[src/rtl/multicycle_control_fsm_pkg.sv]
// Shared definitions for the multicycle RV32I control unit: state encoding,
// opcodes, ALUOp / ALU control / immediate / mux select codes.
package mc_pkg;

  localparam int STATE_BITS = 4;

  typedef enum logic [STATE_BITS-1:0] {
    S_FETCH    = 4'd0,
    S_DECODE   = 4'd1,
    S_MEMADR   = 4'd2,
    S_MEMREAD  = 4'd3,
    S_MEMWB    = 4'd4,
    S_MEMWRITE = 4'd5,
    S_EXECR    = 4'd6,
    S_EXECI    = 4'd7,
    S_ALUWB    = 4'd8,
    S_BEQ      = 4'd9,
    S_JAL      = 4'd10
  } state_t;

  // Opcodes (instr[6:0])
  localparam logic [6:0] OP_LOAD   = 7'b0000011;
  localparam logic [6:0] OP_STORE  = 7'b0100011;
  localparam logic [6:0] OP_RTYPE  = 7'b0110011;
  localparam logic [6:0] OP_ITYPE  = 7'b0010011;
  localparam logic [6:0] OP_BRANCH = 7'b1100011;
  localparam logic [6:0] OP_JAL    = 7'b1101111;

  // ALUOp: what the FSM asks of the ALU decoder
  localparam logic [1:0] ALUOP_ADD   = 2'b00;
  localparam logic [1:0] ALUOP_SUB   = 2'b01;
  localparam logic [1:0] ALUOP_FUNCT = 2'b10;

  // ALU control codes
  localparam logic [2:0] ALU_ADD = 3'b000;
  localparam logic [2:0] ALU_SUB = 3'b001;
  localparam logic [2:0] ALU_AND = 3'b010;
  localparam logic [2:0] ALU_OR  = 3'b011;
  localparam logic [2:0] ALU_SLT = 3'b101;

  // Immediate formats
  localparam logic [1:0] IMM_I = 2'b00;
  localparam logic [1:0] IMM_S = 2'b01;
  localparam logic [1:0] IMM_B = 2'b10;
  localparam logic [1:0] IMM_J = 2'b11;

  // Result mux
  localparam logic [1:0] RES_ALUOUT    = 2'b00;
  localparam logic [1:0] RES_DATA      = 2'b01;
  localparam logic [1:0] RES_ALURESULT = 2'b10;

  // ALU source muxes
  localparam logic [1:0] SRCA_PC    = 2'b00;
  localparam logic [1:0] SRCA_OLDPC = 2'b01;
  localparam logic [1:0] SRCA_REGA  = 2'b10;
  localparam logic [1:0] SRCB_REGB  = 2'b00;
  localparam logic [1:0] SRCB_IMM   = 2'b01;
  localparam logic [1:0] SRCB_FOUR  = 2'b10;

  // Immediate format selected purely from the opcode; unknown opcodes use I.
  function automatic logic [1:0] imm_src_of(input logic [6:0] op);
    logic [1:0] imm;
    case (op)
      OP_STORE:  imm = IMM_S;
      OP_BRANCH: imm = IMM_B;
      OP_JAL:    imm = IMM_J;
      default:   imm = IMM_I;
    endcase
    return imm;
  endfunction

endpackage

[src/rtl/multicycle_control_fsm_if.sv]
// Control/status bundle between the multicycle control FSM (master) and the
// shared datapath (slave).
interface multicycle_control_fsm_if #(parameter int STATE_W = 4);
  logic [6:0]         op;
  logic [2:0]         funct3;
  logic               funct7b5;
  logic               zero;
  logic               mem_ready;
  logic               pc_write;
  logic               adr_src;
  logic               mem_write;
  logic               ir_write;
  logic [1:0]         result_src;
  logic [1:0]         alu_src_a;
  logic [1:0]         alu_src_b;
  logic [1:0]         imm_src;
  logic [2:0]         alu_control;
  logic               reg_write;
  logic               illegal_instr;
  logic [STATE_W-1:0] state_dbg;

  modport master (
    input  op, funct3, funct7b5, zero, mem_ready,
    output pc_write, adr_src, mem_write, ir_write, result_src, alu_src_a,
           alu_src_b, imm_src, alu_control, reg_write, illegal_instr, state_dbg
  );

  modport slave (
    output op, funct3, funct7b5, zero, mem_ready,
    input  pc_write, adr_src, mem_write, ir_write, result_src, alu_src_a,
           alu_src_b, imm_src, alu_control, reg_write, illegal_instr, state_dbg
  );
endinterface

[src/rtl/multicycle_control_fsm_alu_decoder.sv]
// Combinational ALU decoder: maps ALUOp plus funct fields to alu_control.
// Subtract only for R-type (op5=1) with funct7b5 set; I-type add never subtracts.
module mc_alu_decoder
  import mc_pkg::*;
(
  input  logic [1:0] alu_op,
  input  logic [2:0] funct3,
  input  logic       funct7b5,
  input  logic       op5,
  output logic [2:0] alu_control
);

  // Decode ALUOp, then funct3 when the FSM defers to the instruction
  always_comb begin
    alu_control = ALU_ADD;
    case (alu_op)
      ALUOP_ADD: alu_control = ALU_ADD;
      ALUOP_SUB: alu_control = ALU_SUB;
      ALUOP_FUNCT: begin
        case (funct3)
          3'b000:  alu_control = (op5 & funct7b5) ? ALU_SUB : ALU_ADD;
          3'b010:  alu_control = ALU_SLT;
          3'b110:  alu_control = ALU_OR;
          3'b111:  alu_control = ALU_AND;
          default: alu_control = ALU_ADD;
        endcase
      end
      default: alu_control = ALU_ADD;
    endcase
  end

endmodule

[src/rtl/multicycle_control_fsm.sv]
// Multicycle RV32I control unit (lw, sw, R-type, I-type ALU, beq, jal).
// One Moore FSM sequences a shared PC/IR/regfile/ALU/unified-memory datapath.
// Optional build macro MCFSM_BNE_EN: also accept bne (branch taken = zero ^ funct3[0]).
module multicycle_control_fsm
  import mc_pkg::*;
#(
  parameter int STATE_W = 4
) (
  input  logic                    clk,
  input  logic                    reset,
  multicycle_control_fsm_if.master bus
);

  state_t     state, next_state;
  logic       adr_src;
  logic [1:0] result_src;
  logic [1:0] alu_src_a;
  logic [1:0] alu_src_b;
  logic [1:0] alu_op;
  logic       branch;
  logic       pc_update;
  logic       ir_write;
  logic       mem_write;
  logic       reg_write;
  logic       illegal;
  logic       branch_taken;

  // State register; reset abandons any instruction in flight
  always_ff @(posedge clk) begin
    if (reset) state <= S_FETCH;
    else       state <= next_state;
  end

  // Next-state and Moore control outputs (memory handshake gates FETCH/MEMREAD/MEMWRITE)
  always_comb begin
    next_state = state;
    adr_src    = 1'b0;
    result_src = RES_ALUOUT;
    alu_src_a  = SRCA_PC;
    alu_src_b  = SRCB_REGB;
    alu_op     = ALUOP_ADD;
    branch     = 1'b0;
    pc_update  = 1'b0;
    ir_write   = 1'b0;
    mem_write  = 1'b0;
    reg_write  = 1'b0;
    illegal    = 1'b0;
    case (state)
      S_FETCH: begin
        alu_src_b  = SRCB_FOUR;
        result_src = RES_ALURESULT;
        ir_write   = bus.mem_ready;
        pc_update  = bus.mem_ready;
        if (bus.mem_ready) next_state = S_DECODE;
      end
      S_DECODE: begin
        // Branch target PC+imm lands in ALUOut for a possible BEQ
        alu_src_a = SRCA_OLDPC;
        alu_src_b = SRCB_IMM;
        case (bus.op)
          OP_LOAD, OP_STORE: next_state = S_MEMADR;
          OP_RTYPE:          next_state = S_EXECR;
          OP_ITYPE:          next_state = S_EXECI;
          OP_JAL:            next_state = S_JAL;
`ifdef MCFSM_BNE_EN
          OP_BRANCH: begin
            if (bus.funct3[2:1] == 2'b00) begin
              next_state = S_BEQ;
            end else begin
              next_state = S_FETCH;
              illegal    = 1'b1;
            end
          end
`else
          OP_BRANCH:         next_state = S_BEQ;
`endif
          default: begin
            next_state = S_FETCH;
            illegal    = 1'b1;
          end
        endcase
      end
      S_MEMADR: begin
        alu_src_a  = SRCA_REGA;
        alu_src_b  = SRCB_IMM;
        next_state = bus.op[5] ? S_MEMWRITE : S_MEMREAD;
      end
      S_MEMREAD: begin
        adr_src = 1'b1;
        if (bus.mem_ready) next_state = S_MEMWB;
      end
      S_MEMWB: begin
        result_src = RES_DATA;
        reg_write  = 1'b1;
        next_state = S_FETCH;
      end
      S_MEMWRITE: begin
        adr_src   = 1'b1;
        mem_write = 1'b1;
        if (bus.mem_ready) next_state = S_FETCH;
      end
      S_EXECR: begin
        alu_src_a  = SRCA_REGA;
        alu_src_b  = SRCB_REGB;
        alu_op     = ALUOP_FUNCT;
        next_state = S_ALUWB;
      end
      S_EXECI: begin
        alu_src_a  = SRCA_REGA;
        alu_src_b  = SRCB_IMM;
        alu_op     = ALUOP_FUNCT;
        next_state = S_ALUWB;
      end
      S_ALUWB: begin
        reg_write  = 1'b1;
        next_state = S_FETCH;
      end
      S_BEQ: begin
        alu_src_a  = SRCA_REGA;
        alu_src_b  = SRCB_REGB;
        alu_op     = ALUOP_SUB;
        branch     = 1'b1;
        next_state = S_FETCH;
      end
      S_JAL: begin
        // PC <= branch target from DECODE; ALUOut <= OldPC+4 for the link write
        alu_src_a  = SRCA_OLDPC;
        alu_src_b  = SRCB_FOUR;
        pc_update  = 1'b1;
        next_state = S_ALUWB;
      end
      default: next_state = S_FETCH;
    endcase
  end

`ifdef MCFSM_BNE_EN
  assign branch_taken = bus.zero ^ bus.funct3[0];
`else
  assign branch_taken = bus.zero;
`endif

  mc_alu_decoder u_alu_dec (
    .alu_op      (alu_op),
    .funct3      (bus.funct3),
    .funct7b5    (bus.funct7b5),
    .op5         (bus.op[5]),
    .alu_control (bus.alu_control)
  );

  // Architectural write strobes are suppressed for the whole reset cycle
  assign bus.pc_write      = ~reset & ((branch & branch_taken) | pc_update);
  assign bus.ir_write      = ~reset & ir_write;
  assign bus.mem_write     = ~reset & mem_write;
  assign bus.reg_write     = ~reset & reg_write;
  assign bus.illegal_instr = ~reset & illegal;
  assign bus.adr_src       = adr_src;
  assign bus.result_src    = result_src;
  assign bus.alu_src_a     = alu_src_a;
  assign bus.alu_src_b     = alu_src_b;
  assign bus.imm_src       = imm_src_of(bus.op);
  assign bus.state_dbg     = STATE_W'(state);

endmodule
[src/flat_wrapper.sv]
// flat-port wrapper written by rule: the top's interface ports become plain ports
module multicycle_control_fsm_flat import mc_pkg::*;
#(
  parameter int STATE_W = 4
)
  (clk, reset, bus_op, bus_funct3, bus_funct7b5, bus_zero, bus_mem_ready, bus_pc_write, bus_adr_src, bus_mem_write, bus_ir_write, bus_result_src, bus_alu_src_a, bus_alu_src_b, bus_imm_src, bus_alu_control, bus_reg_write, bus_illegal_instr, bus_state_dbg);
  multicycle_control_fsm_if #(.STATE_W(STATE_W)) bus_i ();
  input  logic clk;
  input  logic reset;
  input wire logic [$bits(bus_i.op)-1:0] bus_op;
  input wire logic [$bits(bus_i.funct3)-1:0] bus_funct3;
  input wire logic [$bits(bus_i.funct7b5)-1:0] bus_funct7b5;
  input wire logic [$bits(bus_i.zero)-1:0] bus_zero;
  input wire logic [$bits(bus_i.mem_ready)-1:0] bus_mem_ready;
  output wire logic [$bits(bus_i.pc_write)-1:0] bus_pc_write;
  output wire logic [$bits(bus_i.adr_src)-1:0] bus_adr_src;
  output wire logic [$bits(bus_i.mem_write)-1:0] bus_mem_write;
  output wire logic [$bits(bus_i.ir_write)-1:0] bus_ir_write;
  output wire logic [$bits(bus_i.result_src)-1:0] bus_result_src;
  output wire logic [$bits(bus_i.alu_src_a)-1:0] bus_alu_src_a;
  output wire logic [$bits(bus_i.alu_src_b)-1:0] bus_alu_src_b;
  output wire logic [$bits(bus_i.imm_src)-1:0] bus_imm_src;
  output wire logic [$bits(bus_i.alu_control)-1:0] bus_alu_control;
  output wire logic [$bits(bus_i.reg_write)-1:0] bus_reg_write;
  output wire logic [$bits(bus_i.illegal_instr)-1:0] bus_illegal_instr;
  output wire logic [$bits(bus_i.state_dbg)-1:0] bus_state_dbg;
  assign bus_i.op = bus_op;
  assign bus_i.funct3 = bus_funct3;
  assign bus_i.funct7b5 = bus_funct7b5;
  assign bus_i.zero = bus_zero;
  assign bus_i.mem_ready = bus_mem_ready;
  assign bus_pc_write = bus_i.pc_write;
  assign bus_adr_src = bus_i.adr_src;
  assign bus_mem_write = bus_i.mem_write;
  assign bus_ir_write = bus_i.ir_write;
  assign bus_result_src = bus_i.result_src;
  assign bus_alu_src_a = bus_i.alu_src_a;
  assign bus_alu_src_b = bus_i.alu_src_b;
  assign bus_imm_src = bus_i.imm_src;
  assign bus_alu_control = bus_i.alu_control;
  assign bus_reg_write = bus_i.reg_write;
  assign bus_illegal_instr = bus_i.illegal_instr;
  assign bus_state_dbg = bus_i.state_dbg;
  multicycle_control_fsm #(.STATE_W(STATE_W)) u_core (.clk(clk), .reset(reset), .bus(bus_i));
endmodule
[config.mk]
export PLATFORM = sky130hd
export DESIGN_NAME = multicycle_control_fsm_flat
export DESIGN_NICKNAME = d
export VERILOG_FILES = /design/src/rtl/multicycle_control_fsm_pkg.sv /design/src/rtl/multicycle_control_fsm_if.sv /design/src/rtl/multicycle_control_fsm_alu_decoder.sv /design/src/rtl/multicycle_control_fsm.sv /design/src/flat_wrapper.sv
export SDC_FILE = /design/constraint.sdc
export NUM_CORES = 1
export LEC_CHECK = 0
export ABC_AREA = 1
export CAP_MARGIN = 0
export CORE_MARGIN = 5
export CORE_UTILIZATION = 38
export CTS_CLUSTER_DIAMETER = 60
export CTS_CLUSTER_SIZE = 28
export DETAILED_ROUTE_END_ITERATION = 16
export GPL_TIMING_DRIVEN = 0
export PLACE_DENSITY = 0.81
export SYNTH_ARGS = -nofsm -noshare
export SYNTH_HDL_FRONTEND = slang
export SYNTH_SLANG_ARGS = --single-unit
[constraint.sdc]
create_clock -name clk -period 4.5 [get_ports clk]
set_input_delay 0.45 -clock clk [delete_from_list [all_inputs] [get_ports clk]]
set_output_delay 0.45 -clock clk [all_outputs]
set_load 0.02 [all_outputs]
After elaboration in Yosys (flattened, before gate mapping)
Cells that the tools add are included.
Widths: inputs -> output; s select.

cells by class
  $add $sub $neg = 0
  multipliers = 0
  multiplexer cells = 22
  $lt $le $gt $ge = 0
  equal/unequal tests = 24
  divide/modulo/power cells = 0
  shift-type cells = 0
  reduce and logical (&&, ||, !) cells = 13
  bitwise operators = 9

operators with widths
  kind                count
  $pmux 4 s6          1
  $pmux 4 s5          1
  $eq 4x3->1 const B  4
  $pmux 2 s2          4
  $eq 7x6->1 const B  2
  $eq 7x7->1 const B  2
  $eq 4x4->1 const B  3
  $mux 4              3
  $pmux 3 s4          1
  $reduce_or 2->1     6
  $eq 4x2->1 const B  2
  $mux 1              8
  $and 1x1->1         7
  $eq 7x2->1 const B  1
  $eq 7x5->1 const B  1
  $eq 3x3->1 const B  2
  $ne 2x2->1 const B  3
  $pmux 2 s3          1
  $pmux 3 s2          1
  $reduce_or 3->1     2
  $reduce_or 6->1     1
  $eq 4x1->1 const B  1
  $logic_not 4->1     1
  $reduce_or 4->1     1
  9 further kinds     9

storage, ports and cells
  ROM bits = 0
  memories = 0
  register bits after elaboration = 4
  input bits = 15
  latch bits = 0
  memory bits (writable) = 0
  output and inout port bits = 21
  word-level logic and storage cells = 69

Logic depth before layout (Yosys ltp)
Gate-level depths: netlist of run 1.

  word-level depth = 5
  mapped depth = 10
  depth with buffers taken out = 10

By module
Synthesis of run 1 repeated with hierarchy kept, for this count alone.

unflattened totals
  cell total of the unflattened synthesis = 103
  area, all modules = 550.5 µm²

by module, submodules not included
  module                  area an instance (µm²)  times used  seq. area each (µm²)  cells an instance
  multicycle_control_fsm  459.2                   1           80.1                  86
  mc_alu_decoder          91.3                    1           0.0                   17

Worst setup path before layout of run 1
OpenSTA, ideal clock, no wires.

  kind = flip-flop to output port
  start point = register u_core.state[2] (netlist: u_core.bus.state_dbg[2])
  end point = output bus_alu_control[2]
  path buffers = 0
  required time = 4050 ps
  arrival = 2196 ps
  stages on the path, launching flop included = 9
  setup slack = 1854 ps
  cells stage by stage = dfxtp_1 > inv_1 > nor2_2 > inv_2 > nor2_1 > inv_1 > ha_1 > or2_2 > nor4_1

on the way
  cells in the longest elaborated chain, start to end = 5
  elaborated cells between the ends (all ways) = 8
  those cells by class = eq/ne (5); mux (2); reduce/logical (1)

RTL lines
  element                                          line                                      source
  start: declaration                               multicycle_control_fsm.sv:14              state_t state, next_state;
  start signal: assignment                         multicycle_control_fsm.sv:31              else state <= next_state;
  $eq 4x3->1                                       multicycle_control_fsm.sv:48              case (state)
  $reduce_or 2->1 (no source line)                 n/a
  $pmux 2 s2 (*)                                   multicycle_control_fsm.sv:48
  $eq 2x2->1 / $eq 2x1->1 (equally long branches)  multicycle_control_fsm_alu_decoder.sv:16  case (alu_op)
  $pmux 3 s2 (*)                                   multicycle_control_fsm_alu_decoder.sv:16
  end: declaration                                 flat_wrapper.sv:23                        output wire logic [$bits(bus_i.alu_control)-1:0] bus_alu_control;

Every way passes the cells marked *; elsewhere a longest branch is shown, timed or not.

Worst setup path in the final report of run 1
Ends and elaborated chain as after synthesis.

==> results of run 1 <==
[worst max-delay path, cell delays in order (launching register included)]
cell and delay (ns):
sky130_fd_sc_hd__dfxtp_1 0.38, sky130_fd_sc_hd__inv_1 0.07, sky130_fd_sc_hd__nor2_2 0.16, sky130_fd_sc_hd__inv_2 0.06
sky130_fd_sc_hd__nor2_1 0.18, sky130_fd_sc_hd__inv_1 0.09, sky130_fd_sc_hd__ha_1 0.32, sky130_fd_sc_hd__or2_2 0.32
sky130_fd_sc_hd__nor4_1 0.17, sky130_fd_sc_hd__clkdlybuf4s50_1 0.64
[report_power, final]
group / total (mW) / internal, mW / switching (mW) / leakage, nW
Combinational: 0.0641 / 0.0310 / 0.0330 / 0.396
Clock: 0.0433 / 0.0297 / 0.0136 / 0.0138
Sequential: 0.0392 / 0.0369 / 0.00231 / 0.0325
Total: 0.147 / 0.0976 / 0.0489 / 0.443
[final cells by class]
cell class / count / area, um^2 / share of cell area (%)
Inverter: 26 / 97.6 / 10.2
Clock buffer: 3 / 22.5 / 2.37
Tap cell: 16 / 20.0 / 2.10
Timing Repair Buffer: 34 / 340 / 35.7
Sequential cell: 4 / 80.1 / 8.41
Multi-Input combinational cell: 75 / 388 / 40.7
Buffer: 1 / 3.75 / 0.394
[metal layers]
layer / routed length (um) / part of all wire [%] / vias up / global-route usage [%]
li1: - / - / 403 / -
met3: 64 / 3.8 / 4 / 1.53
met2: 865 / 51 / 20 / 25.4
met4: 33 / 2.0 / 0 / 9.42
met5: 0 / 0 / - / 0
met1: 723 / 43 / 343 / 18.0
[cells in the mapped netlist]
master	instances
sky130_fd_sc_hd__a21oi_2	2
sky130_fd_sc_hd__a31oi_1	2
sky130_fd_sc_hd__nand3_2	1
sky130_fd_sc_hd__or2_2	1
sky130_fd_sc_hd__nor3_1	1
sky130_fd_sc_hd__inv_1	21
sky130_fd_sc_hd__inv_2	5
sky130_fd_sc_hd__nand4_1	1
sky130_fd_sc_hd__nand2_2	1
sky130_fd_sc_hd__nor4_1	1
sky130_fd_sc_hd__ha_1	2
sky130_fd_sc_hd__nand2_1	28
sky130_fd_sc_hd__nor2_2	4
sky130_fd_sc_hd__nor2_4	2
sky130_fd_sc_hd__o311ai_0	1
sky130_fd_sc_hd__o22ai_1	1
sky130_fd_sc_hd__nor4_2	1
sky130_fd_sc_hd__nor2_1	14
sky130_fd_sc_hd__clkbuf_1	1
sky130_fd_sc_hd__a21oi_1	3
sky130_fd_sc_hd__nand3_1	9
sky130_fd_sc_hd__dfxtp_1	4
[stage by stage]
stage | area, um^2 | power (mW) | worst slack [ns] | utilization [%]
CTS | 952 | 0.150 | 1.43 | 64.7
global placement | 930 | 0.103 | 1.73 | 63.2
floorplan | 569 | 0.0722 | 1.85 | -
finish | 952 | 0.147 | 1.44 | 64.7
global route | 952 | 0.158 | 1.23 | 64.7
detailed placement | 930 | 0.104 | 1.70 | 63.2
[path summary, 6_finish.rpt]
check / start / to / depth (start not counted)
worst min register to register: u_core.bus.state_dbg[0] / u_core.bus.state_dbg[0] / 2
worst min-delay path: u_core.bus.state_dbg[0] / u_core.bus.state_dbg[0] / 2
worst max-delay path: u_core.bus.state_dbg[2] / bus_alu_control[2] / 9
worst max register to register: u_core.bus.state_dbg[1] / u_core.bus.state_dbg[2] / 8
[cells by family after synthesis]
| family | Yosys count | synth area share, % |
|---|---|---|
| flops | 4 | 14.1 |
| simple gates | 64 | 53.2 |
| fa+ha+maj | 2 | 4.39 |
| compound gates | 9 | 10.5 |
| buf+inv | 27 | 17.8 |
==> results.md, run 1 <==
* Worst hold slack at 0.616 ns
* Total length of routed wires at 1.69 mm
* Sequential element share of the synthesized area at 14.1%
* Count of endpoints failing hold in the final timing report at 0
* Source-to-sink clock delay at the later pin of the worst-skew pair at 0.23 ns
* Die extent in y at 48.7 um
* Port Buffers at 34
* Final worst path period need at 3.06 ns
* Via count of the first global-routing pass at 709
* Number of setup violations in the final report at 0
* Area delta synth->final at 67.3%
* Post-synth top area share at 18.5%
* Max cap viols at 0
* Max Transition Viols Final at 0
* Vias per Instance at 4.84
* Largest net degree at the start of global routing at 10
* Critical setup path kind: reg2out
* Number of detailed-route iterations in the first pass at 4
* CTS sink cnt at 4
* Slew Limit Headroom at 69.0%
* Clock Path Buffers at 2
* Post-synthesis area per instance at 5.37 um^2
* Most frequent cells in the layout: sky130_fd_sc_hd__clkdlybuf4s50_1 (34), sky130_fd_sc_hd__nand2_1 (28), sky130_fd_sc_hd__inv_1 (21)
* Cts bufs inserted at 3
* Top cells by area, synth: sky130_fd_sc_hd__nand2_1 (18%), sky130_fd_sc_hd__dfxtp_1 (14%), sky130_fd_sc_hd__inv_1 (14%)
* Post-CTS setup repair buffer count at 0
* Worst vdd ir at 0.119 mV
* Number of remaining DRC errors at 0
* Number of gates resized after CTS at 0
* Startpoint type of the worst setup path: register
* Count of state elements after synthesis at 4
* Type of the worst min-delay path: reg2reg
* Critical path data required time at 4.05 ns
* Clock Root Buffer: sky130_fd_sc_hd__clkbuf_4
* Floorplan Core Area at 1470 um^2
* Count of placed standard cells in the final layout, fillers left out at 159
* Critical Path Fanout Max at 4
* Period utilisation layout at 67.9%
* RSZ-0062 raised after global routing: false
* Antenna diode count at 0
* Worst EP arrival at 2.61 ns
* Power density normalized to cell area at 154 nW/um^2
* Result of the run: completed
* Last weighted congestion value of the routability-driven placer at 0.835
* DR iter-0 viols at 19
* H-tree levels at 1
* Cells after synthesis at 106
* Transition time of the tightest slew-check pin at 0.465 ns
* Initial core utilization at 38.7%
* Nets at 162
* Timing-limited maximum frequency at 327 MHz
* Static power due to leakage at 0.443 nW
* Library cells used by synthesis at 22
* Hold-fix buffer count after cts at 0
* WL per Instance at 10.6 um
* Total gr overflow at 0
* Filler Cell Count at 148
* Die Wd at 48.7 um
* Number of warnings reported in the yosys synthesis log at 0
* Initial antenna violation count at 0
* Tot GR Track Use at 15.1%
* Placed wire-length estimate at 1.47 mm
* Antenna Violating Nets Remaining at 0
* Overall via count from detail_route at 770
* Net Count, Synth at 123
* I/O Pins at 36
* Fraction of layout instances using a drive strength above 1 at 14.0%
* CP Capture Type: primary output
* Post-synth design cell area at 569 um^2
* Layout Skew at 0.00213 ns
* Largest register FFs at 4
* R2R Setup Slk at 3.26 ns
* DP Cell Count at 156
* Biggest area consumer among synthesized cells: sky130_fd_sc_hd__nand2_1
* Global-route wire length before repair at 2.95 mm
* Number of rows in the core area at 14
* Commonest non-fill, non-tap cell in the layout: sky130_fd_sc_hd__clkdlybuf4s50_1
* Area enclosed by the die boundary at 2370 um^2
* CTS clock-pin slew for the worst setup and hold paths at 0.03 ns
* TritonCTS clock tree: done
* Total negative slack at 0 ns
Note: power is estimated with default switching activity, not from simulation.
==> run 2: changes to the inputs <==
- CORE_UTILIZATION: 38 -> 35
- PLACE_DENSITY: 0.81 -> 0.75
- clock period: 4.5 -> 2.9 ns (I/O delays scaled with it)
==> run 2 against run 1 <==
- via count is 2.3% lower
- first-iteration DRC count stayed put
- global-route usage is 0.52 points lower
- wire length is 4.1% higher
- utilization is 2.1 points lower
- largest power group unchanged
- highest routed layer unchanged
==> results.md, run 2 (same netlist as run 1, synthesis figures left out) <==
* Result of the run: completed
* Via count of the first global-routing pass at 714
* Area enclosed by the die boundary at 2530 um^2
* Total negative slack at 0 ns
* Last weighted congestion value of the routability-driven placer at 0.855
* Source-to-sink clock delay at the later pin of the worst-skew pair at 0.23 ns
* Critical setup path kind: reg2out
* Post-CTS setup repair buffer count at 0
* Largest register FFs at 4
* RSZ-0062 raised after global routing: false
* Tot GR Track Use at 14.6%
* Worst hold slack at 0.465 ns
* Floorplan Core Area at 1520 um^2
* Cts bufs inserted at 3
* Vias per Instance at 4.73
* Total gr overflow at 0
* Die extent in y at 50.3 um
* Type of the worst min-delay path: in2reg
* Nets at 162
* Startpoint type of the worst setup path: register
* DR iter-0 viols at 19
* CTS sink cnt at 4
* Most frequent cells in the layout: sky130_fd_sc_hd__clkdlybuf4s50_1 (32), sky130_fd_sc_hd__nand2_1 (28), sky130_fd_sc_hd__inv_1 (21)
* Period utilisation layout at 90.2%
* Number of detailed-route iterations in the first pass at 4
* Worst vdd ir at 0.230 mV
* Total non-filler cell area in the finished layout at 953 um^2
* Total length of routed wires at 1.76 mm
* Placed wire-length estimate at 1.49 mm
* Static power due to leakage at 0.466 nW
* Initial core utilization at 37.4%
* Global-route wire length before repair at 2.99 mm
* TritonCTS clock tree: done
* Critical Path Fanout Max at 4
* Critical path data required time at 2.61 ns
* DP Cell Count at 156
* Transition time of the tightest slew-check pin at 0.460 ns
* Clock Path Buffers at 2
* WL per Instance at 11.0 um
* Core Util, Final at 62.6%
* Initial antenna violation count at 0
* Largest net degree at the start of global routing at 10
* Overall via count from detail_route at 752
* Max cap viols at 0
* Area after detailed placement at 930 um^2
* Number of rows in the core area at 14
* Count of endpoints failing hold in the final timing report at 0
* Final worst path period need at 2.62 ns
* Clock Root Buffer: sky130_fd_sc_hd__clkbuf_4
* Number of setup violations in the final report at 0
* CTS clock-pin slew for the worst setup and hold paths at 0.04 ns
* Worst EP arrival at 2.33 ns
* Commonest non-fill, non-tap cell in the layout: sky130_fd_sc_hd__clkdlybuf4s50_1
* H-tree levels at 1
* Count of placed standard cells in the final layout, fillers left out at 159
* Fraction of layout instances using a drive strength above 1 at 14.0%
* Max Transition Viols Final at 0
* CP Capture Type: primary output
* Layout Skew at 0.00298 ns
* Slew Limit Headroom at 69.3%
* Area delta synth->final at 67.5%
* Antenna diode count at 0
* Timing-limited maximum frequency at 382 MHz
* Antenna Violating Nets Remaining at 0
* Power density normalized to cell area at 239 nW/um^2
* Port Buffers at 34
* Number of remaining DRC errors at 0
* Die Wd at 50.3 um
* I/O Pins at 36
* Hold-fix buffer count after cts at 0
## run 2: through the flow
| stage | worst slack [ns] | total power [mW] |
|---|---|---|
| after floorplan | 0.414 | 0.112 |
| after global routing | 0.00370 | 0.245 |
| after CTS | 0.0313 | 0.234 |
| after global placement | 0.284 | 0.161 |
| after detailed placement | 0.226 | 0.162 |
| final | 0.285 | 0.228 |
## run 2: final timing paths
check | startpoint | slack, ns | to | depth (start not counted)
setup reg to reg | u_core.bus.state_dbg[0] | 1.65 | u_core.bus.state_dbg[0] | 7
setup / recovery | u_core.bus.state_dbg[2] | 0.28 | bus_alu_control[2] | 9
hold reg to reg | u_core.bus.state_dbg[0] | 0.63 | u_core.bus.state_dbg[0] | 2
hold / removal | reset | 0.47 | u_core.bus.state_dbg[2] | 2
## run 2: final cells by class
class,count,area [um^2]
tap,16,20.0
sequential,4,80.1
inverter,26,97.6
timing repair buffer,34,342
fill,156,571
buffer,1,3.75
multi-input combinational,75,388
clock buffer,3,22.5
## run 2: what timing repair did
action	CTS	global route
resized for setup	1	1
endpoints found under the setup margin	1	1
hold endpoints to repair	0	0
## run 2: per-layer routing
metal  part of all wire [%]  track usage, %  up-vias
met1                     45            18.7      321
met3                    5.4            2.96        2
met2                     48            23.4       23
met4                   0.80            6.38        0
met5                      0               0        -
li1                       -               -      406
## run 2: power breakdown
part | internal [mW] | total, mW | leakage [nW] | switching [mW]
logic | 0.0482 | 0.0994 | 0.420 | 0.0513
registers | 0.0572 | 0.0611 | 0.0325 | 0.00393
clock network | 0.0462 | 0.0674 | 0.0138 | 0.0212
## run 2: worst max-delay path, stage by stage, from the launching register on
cell and delay [ns]:
sky130_fd_sc_hd__dfxtp_1 0.37, sky130_fd_sc_hd__inv_1 0.06, sky130_fd_sc_hd__nor2_2 0.16, sky130_fd_sc_hd__inv_2 0.06, sky130_fd_sc_hd__nor2_1 0.19, sky130_fd_sc_hd__inv_1 0.09, sky130_fd_sc_hd__ha_1 0.31, sky130_fd_sc_hd__or2_2 0.31
sky130_fd_sc_hd__nor4_1 0.16, sky130_fd_sc_hd__dlygate4sd2_1 0.36
